`src/rtl/jk_excite_driver.sv`:
```
// jk_excite_driver
//   Write-side controller for a bank of WIDTH external JK flip-flops. A target word is
//   accepted over a valid/ready handshake. The block derives per-bit J/K excitation from
//   the bank's fed-back q and pulses j/k for exactly one cycle. It then waits SETTLE idle
//   cycles and compares q against the target. On a mismatch it re-drives up to MAX_RETRY
//   times and finishes with a one-cycle done or err pulse.
//
//   Optional build macro: JK_TOGGLE_EXCITE_EN
//     defined   - mismatched bits are driven j=k=1 (toggle), matched bits j=k=0
//     undefined - set/reset excitation: j = ~q & t, k = q & ~t
//
// Ports
//   clk        in   clock, rising edge
//   rst        in   synchronous active-high reset
//   tgt_valid  in   target word valid
//   tgt_ready  out  idle and able to accept a target (registered)
//   tgt_data   in   desired q of the bank [WIDTH]
//   q_fb       in   current q of the JK bank [WIDTH]
//   j, k       out  J/K inputs to the bank, nonzero only during DRIVE [WIDTH]
//   busy       out  high whenever the block is not idle
//   done       out  one-cycle pulse, bank verified equal to target
//   err        out  one-cycle pulse, retries exhausted with a mismatch
//   fail_bits  out  q_fb ^ target at the failing check, held until the next acceptance
module jk_excite_driver #(
    parameter int unsigned WIDTH     = 4,
    parameter int unsigned SETTLE    = 2,
    parameter int unsigned MAX_RETRY = 3
) (
    input  logic             clk,
    input  logic             rst,
    input  logic             tgt_valid,
    output logic             tgt_ready,
    input  logic [WIDTH-1:0] tgt_data,
    input  logic [WIDTH-1:0] q_fb,
    output logic [WIDTH-1:0] j,
    output logic [WIDTH-1:0] k,
    output logic             busy,
    output logic             done,
    output logic             err,
    output logic [WIDTH-1:0] fail_bits
);

    typedef enum logic [1:0] {
        StIdle,
        StDrive,
        StSettle,
        StCheck
    } state_e;

    // Last value of the settle counter; unused when SETTLE is 0 because SETTLE is skipped.
    localparam logic [3:0] SettleLast = (SETTLE == 0) ? 4'd0 : 4'(SETTLE - 1);
    localparam logic [2:0] MaxRetry   = 3'(MAX_RETRY);

    state_e           r_state, w_state_nxt;
    logic [WIDTH-1:0] r_tgt, w_tgt_nxt;
    logic [2:0]       r_retry, w_retry_nxt;
    logic [3:0]       r_cnt, w_cnt_nxt;
    logic [WIDTH-1:0] r_fail, w_fail_nxt;
    logic [WIDTH-1:0] r_j, w_j_nxt;
    logic [WIDTH-1:0] r_k, w_k_nxt;
    logic             r_ready, w_ready_nxt;
    logic             r_busy, w_busy_nxt;
    logic             r_done, w_done_nxt;
    logic             r_err, w_err_nxt;

    // Returns {j, k} for driving the bank from q toward t.
    function automatic logic [2*WIDTH-1:0] excite(input logic [WIDTH-1:0] q,
                                                  input logic [WIDTH-1:0] t);
`ifdef JK_TOGGLE_EXCITE_EN
        return {q ^ t, q ^ t};
`else
        return {~q & t, q & ~t};
`endif
    endfunction

    always_comb begin
        w_state_nxt = r_state;
        w_tgt_nxt   = r_tgt;
        w_retry_nxt = r_retry;
        w_cnt_nxt   = r_cnt;
        w_fail_nxt  = r_fail;
        w_j_nxt     = '0;
        w_k_nxt     = '0;
        w_done_nxt  = 1'b0;
        w_err_nxt   = 1'b0;

        unique case (r_state)
            StIdle: begin
                if (tgt_valid && r_ready) begin
                    w_tgt_nxt   = tgt_data;
                    w_retry_nxt = '0;
                    w_fail_nxt  = '0;
                    w_state_nxt = StDrive;
                    // j/k are registered, so they are computed here to be valid in DRIVE.
                    {w_j_nxt, w_k_nxt} = excite(q_fb, tgt_data);
                end
            end
            StDrive: begin
                w_cnt_nxt   = '0;
                w_state_nxt = (SETTLE == 0) ? StCheck : StSettle;
            end
            StSettle: begin
                if (r_cnt == SettleLast) begin
                    w_state_nxt = StCheck;
                end else begin
                    w_cnt_nxt = r_cnt + 4'd1;
                end
            end
            StCheck: begin
                if (q_fb == r_tgt) begin
                    w_done_nxt  = 1'b1;
                    w_state_nxt = StIdle;
                end else if (r_retry < MaxRetry) begin
                    w_retry_nxt = r_retry + 3'd1;
                    w_state_nxt = StDrive;
                    // Recompute from the present q so a stale toggle gets corrected.
                    {w_j_nxt, w_k_nxt} = excite(q_fb, r_tgt);
                end else begin
                    w_fail_nxt  = q_fb ^ r_tgt;
                    w_err_nxt   = 1'b1;
                    w_state_nxt = StIdle;
                end
            end
            default: begin
                w_state_nxt = StIdle;
            end
        endcase

        w_ready_nxt = (w_state_nxt == StIdle);
        w_busy_nxt  = (w_state_nxt != StIdle);
    end

    always_ff @(posedge clk) begin
        if (rst) begin
            r_state <= StIdle;
            r_tgt   <= '0;
            r_retry <= '0;
            r_cnt   <= '0;
            r_fail  <= '0;
            r_j     <= '0;
            r_k     <= '0;
            r_ready <= 1'b0;
            r_busy  <= 1'b0;
            r_done  <= 1'b0;
            r_err   <= 1'b0;
        end else begin
            r_state <= w_state_nxt;
            r_tgt   <= w_tgt_nxt;
            r_retry <= w_retry_nxt;
            r_cnt   <= w_cnt_nxt;
            r_fail  <= w_fail_nxt;
            r_j     <= w_j_nxt;
            r_k     <= w_k_nxt;
            r_ready <= w_ready_nxt;
            r_busy  <= w_busy_nxt;
            r_done  <= w_done_nxt;
            r_err   <= w_err_nxt;
        end
    end

    assign tgt_ready = r_ready;
    assign j         = r_j;
    assign k         = r_k;
    assign busy      = r_busy;
    assign done      = r_done;
    assign err       = r_err;
    assign fail_bits = r_fail;

endmodule
```
`config.mk`:
```
export PLATFORM = sky130hd
export DESIGN_NAME = jk_excite_driver
export DESIGN_NICKNAME = d
export VERILOG_FILES = /design/src/rtl/jk_excite_driver.sv
export SDC_FILE = /design/constraint.sdc
export NUM_CORES = 1
export LEC_CHECK = 0
export BUFFER_PORTS_ARGS = -buffer_cell sky130_fd_sc_hd__buf_2
export CORE_MARGIN = 5
export CORE_UTILIZATION = 49
export CTS_CLUSTER_SIZE = 14
export DETAILED_ROUTE_END_ITERATION = 10
export HOLD_SLACK_MARGIN = 0.08
export PLACE_DENSITY = 0.74
export SETUP_SLACK_MARGIN = 0.1
export SYNTH_ARGS = -nofsm -noshare
export SYNTH_HDL_FRONTEND = slang
export SYNTH_SLANG_ARGS = --single-unit
export TNS_END_PERCENT = 50
```
`constraint.sdc`:
```
create_clock -name clk -period 1.69 [get_ports clk]
set_clock_uncertainty 0.05 [all_clocks]
set_input_delay 0 -clock clk [delete_from_list [all_inputs] [get_ports clk]]
set_output_delay 0 -clock clk [all_outputs]
set_load 0.005 [all_outputs]
```
==> flow_metrics.env <==
export IMPL_status="completed"
export IMPL_top_layer="met4"
export IMPL_drive_gt1_frac=0.340
export IMPL_p_leak_nw=0.801
export IMPL_drt_pass1_iter_count=4
export IMPL_cts_tree="built"
export IMPL_critPathSlowestCell="dlygate4sd3_1"
export IMPL_hp_class="in2reg"
export IMPL_critPathKind="in2reg"
export IMPL_track_usage=0.172
export IMPL_drv_cap=0
export IMPL_vias=1370
export IMPL_dp_final_hpwl_mm=2.37
export IMPL_slew_headroom=0.763
export IMPL_via_per_inst=5.59
export IMPL_die_h_um=65.3
export IMPL_max_stage_delay_ps=530
export IMPL_worst_pin_slew_ps=354
export IMPL_crit_chain="dlygate4sd3_1 > buf_2 > inv_2 > ha_4 > and4_4 > nor4_4 > buf_4 > mux2i_1"
export IMPL_wl_per_cell_um=14.7
export IMPL_wl_met1_mm=1.60
export IMPL_pin_count=27
export IMPL_grt_pass1_vias=1206
export IMPL_post_route_period_util=0.923
export IMPL_synth_edf_count=0
export IMPL_cts_inserted_buffers=5
export IMPL_clk_latency_ps=330
export IMPL_setup_tns_final_ps=0
export IMPL_worstPathArrival_ps=1770
export IMPL_syn_area_mm2=0.00150
export IMPL_synth_cells=161
export IMPL_powerDensity_mw_per_mm2=1000
export IMPL_rsz0062_at_grt="yes"
export IMPL_numPortBuffers=26
export IMPL_rows=20
export IMPL_ys_ff_latch=29
export IMPL_root_buffer="clkbuf_4"
export IMPL_period_minus_slack_ps=1560
export IMPL_peakVddDrop_mv=0.586
export IMPL_final_nets=237
export IMPL_drt_iter0_markers=70
export IMPL_seq_area_frac_synth=0.387
export IMPL_die_area_mm2=0.00427
export IMPL_gp_congestion=0.817
export IMPL_cts_buffer_depth=2
export IMPL_crit_fanout=4
export IMPL_n_antenna_cell=0
export IMPL_ant_nets=0
export IMPL_clock_sinks=29
export IMPL_final_max_slew_viol_count=0
export IMPL_setup_viol=0
export IMPL_yosysWarnings=0
export IMPL_drc=0
export IMPL_synth_ff_type="dfxtp_1"
export IMPL_worst_slack_ps=131
export IMPL_coreArea_mm2=0.00300
export IMPL_cts_max_level=2
export IMPL_fill_cells=225
export IMPL_finalHoldViolations=0
export IMPL_die_w_um=65.3
export IMPL_clk_pin_slew_ps=100
export IMPL_cp_data_required_time_ps=1900
export IMPL_wl_met2_mm=1.76
export IMPL_start_util=0.500
export IMPL_clock_fmax_ghz=0.641
export IMPL_grt_start_max_net_pins=20
export IMPL_wl_mm=3.60
export IMPL_dpl_worst_slack_ps=37.9
export IMPL_async_flop_share=0
export IMPL_overflow=0
export IMPL_synth_nets=187
export IMPL_synthDistinctLibCells=43
export IMPL_syn_avg_cell_area_um2=9.32
export IMPL_startpoint_type="input pin"
export IMPL_met3_length_um=197
export IMPL_cp_end_kind="flip-flop"
export IMPL_grt_first_pass_wirelength_mm=5.64
export IMPL_antenna_found_initial=0
export IMPL_syn2layout_area_growth_pct=32.1
-- stage by stage --
step | cell area (um2) | utilization | power [mW] | hold slack [ps] | instances
detailed placement | 1680 | 0.560 | 1.47 | 226 | 219
global route | 1980 | 0.660 | 2.14 | 95.6 | 245
CTS | 1850 | 0.617 | 1.89 | 84.8 | 238
finish | 1980 | 0.660 | 1.98 | 100 | 245
global placement | 1680 | 0.560 | 1.44 | 217 | 219
floorplan | 1500 | - | 1.27 | 86.0 | 161
-- kinds of logic after synthesis --
kind of cell             Yosys count  share of synthesized area
buffers and inverters             21                     0.0567
AO/OA/AOI/OAI                     32                      0.154
AND/OR/NAND/NOR                   60                      0.250
adder cells (fa/ha/maj)           15                      0.125
multiplexers                       4                     0.0267
flip-flops                        29                      0.387
-- metal layers --
metal | GRT usage | vias up
li1 | - | 684
met1 | 0.215 | 645
met2 | 0.276 | 37
met3 | 0.0564 | 4
met4 | 0.0622 | 0
met5 | 0 | -
-- synth_stat cells, types with 2 or more instances --
| cell | number | area share |
|---|---|---|
| a21oi_1 | 15 | 0.050 |
| nor2_1 | 2 | 0.0050 |
| ha_1 | 15 | 0.13 |
| dfxtp_1 | 29 | 0.39 |
| inv_2 | 7 | 0.018 |
| inv_1 | 8 | 0.020 |
| or2_1 | 4 | 0.017 |
| clkbuf_1 | 3 | 0.0075 |
| o211ai_1 | 2 | 0.010 |
| nand2b_1 | 2 | 0.0083 |
| mux2i_1 | 4 | 0.027 |
| a32o_1 | 3 | 0.020 |
| or3_1 | 6 | 0.025 |
| nand4_1 | 11 | 0.046 |
| nand2_1 | 9 | 0.023 |
| nand3_1 | 13 | 0.043 |
| buf_2 | 2 | 0.0067 |
-- layout make-up --
cell class / count / area (um2) / area share
clock buffers: 6 / 41.3 / 0.0208
repair buffers: 49 / 333 / 0.168
well taps: 33 / 41.3 / 0.0208
flip-flops and latches: 29 / 591 / 0.298
inverters: 15 / 56.3 / 0.0284
multi-input cells: 111 / 910 / 0.459
clock inverters: 2 / 10.0 / 0.00505
-- registers in the layout, summed over array words and instances, names as in the netlist --
signal,flops
busy,1
done,1
err,1
fail_bits,4
j,4
k,4
r_cnt,4
r_retry,3
r_state,2
r_tgt,4
tgt_ready,1
-- placed cells by master (no fill, tap or decap), types with 5 or more instances in the layout --
cell	netlist	final
or3_1	6	6
buf_4	1	11
ha_1	15	9
nand4_1	11	11
inv_2	7	7
a21oi_1	15	15
buf_2	2	26
dfxtp_1	29	23
nand3_1	13	12
inv_1	8	8
dlygate4sd3_1	0	12
dfxtp_2	0	5
nand2_1	9	9
clkbuf_4	0	5
-- timing repair --
item	in CTS	in global routing
resized for setup	2	14
cloned	0	0
pin swaps	1	3
endpoints found under the setup margin	11	16
setup buffers	1	5
endpoints found under the hold margin	17	2
hold buffers	10	2
-- final timing paths --
path	from	endpoint	slack, ps	cells after the start
setup / recovery	q_fb[3]	fail_bits[1]	130	8
hold reg to reg	r_tgt[2]	r_tgt[2]	440	2
setup reg to reg	r_tgt[3]	busy	160	4
hold / removal	q_fb[0]	k[0]	100	4
-- power breakdown --
group	switching [mW]	internal, mW	total [mW]	leakage [nW]
logic	0.408	0.332	0.741	0.531
registers	0.0751	0.764	0.840	0.238
clock network	0.245	0.158	0.403	0.0320
-- critical path: cells and delay by family --
family	cells	cell delay [ps]
buffers and inverters	4	920
and+or+nand+nor	2	450
adders and majority gates	1	210
muxes	1	180
Power figures use the tool's default switching activity.
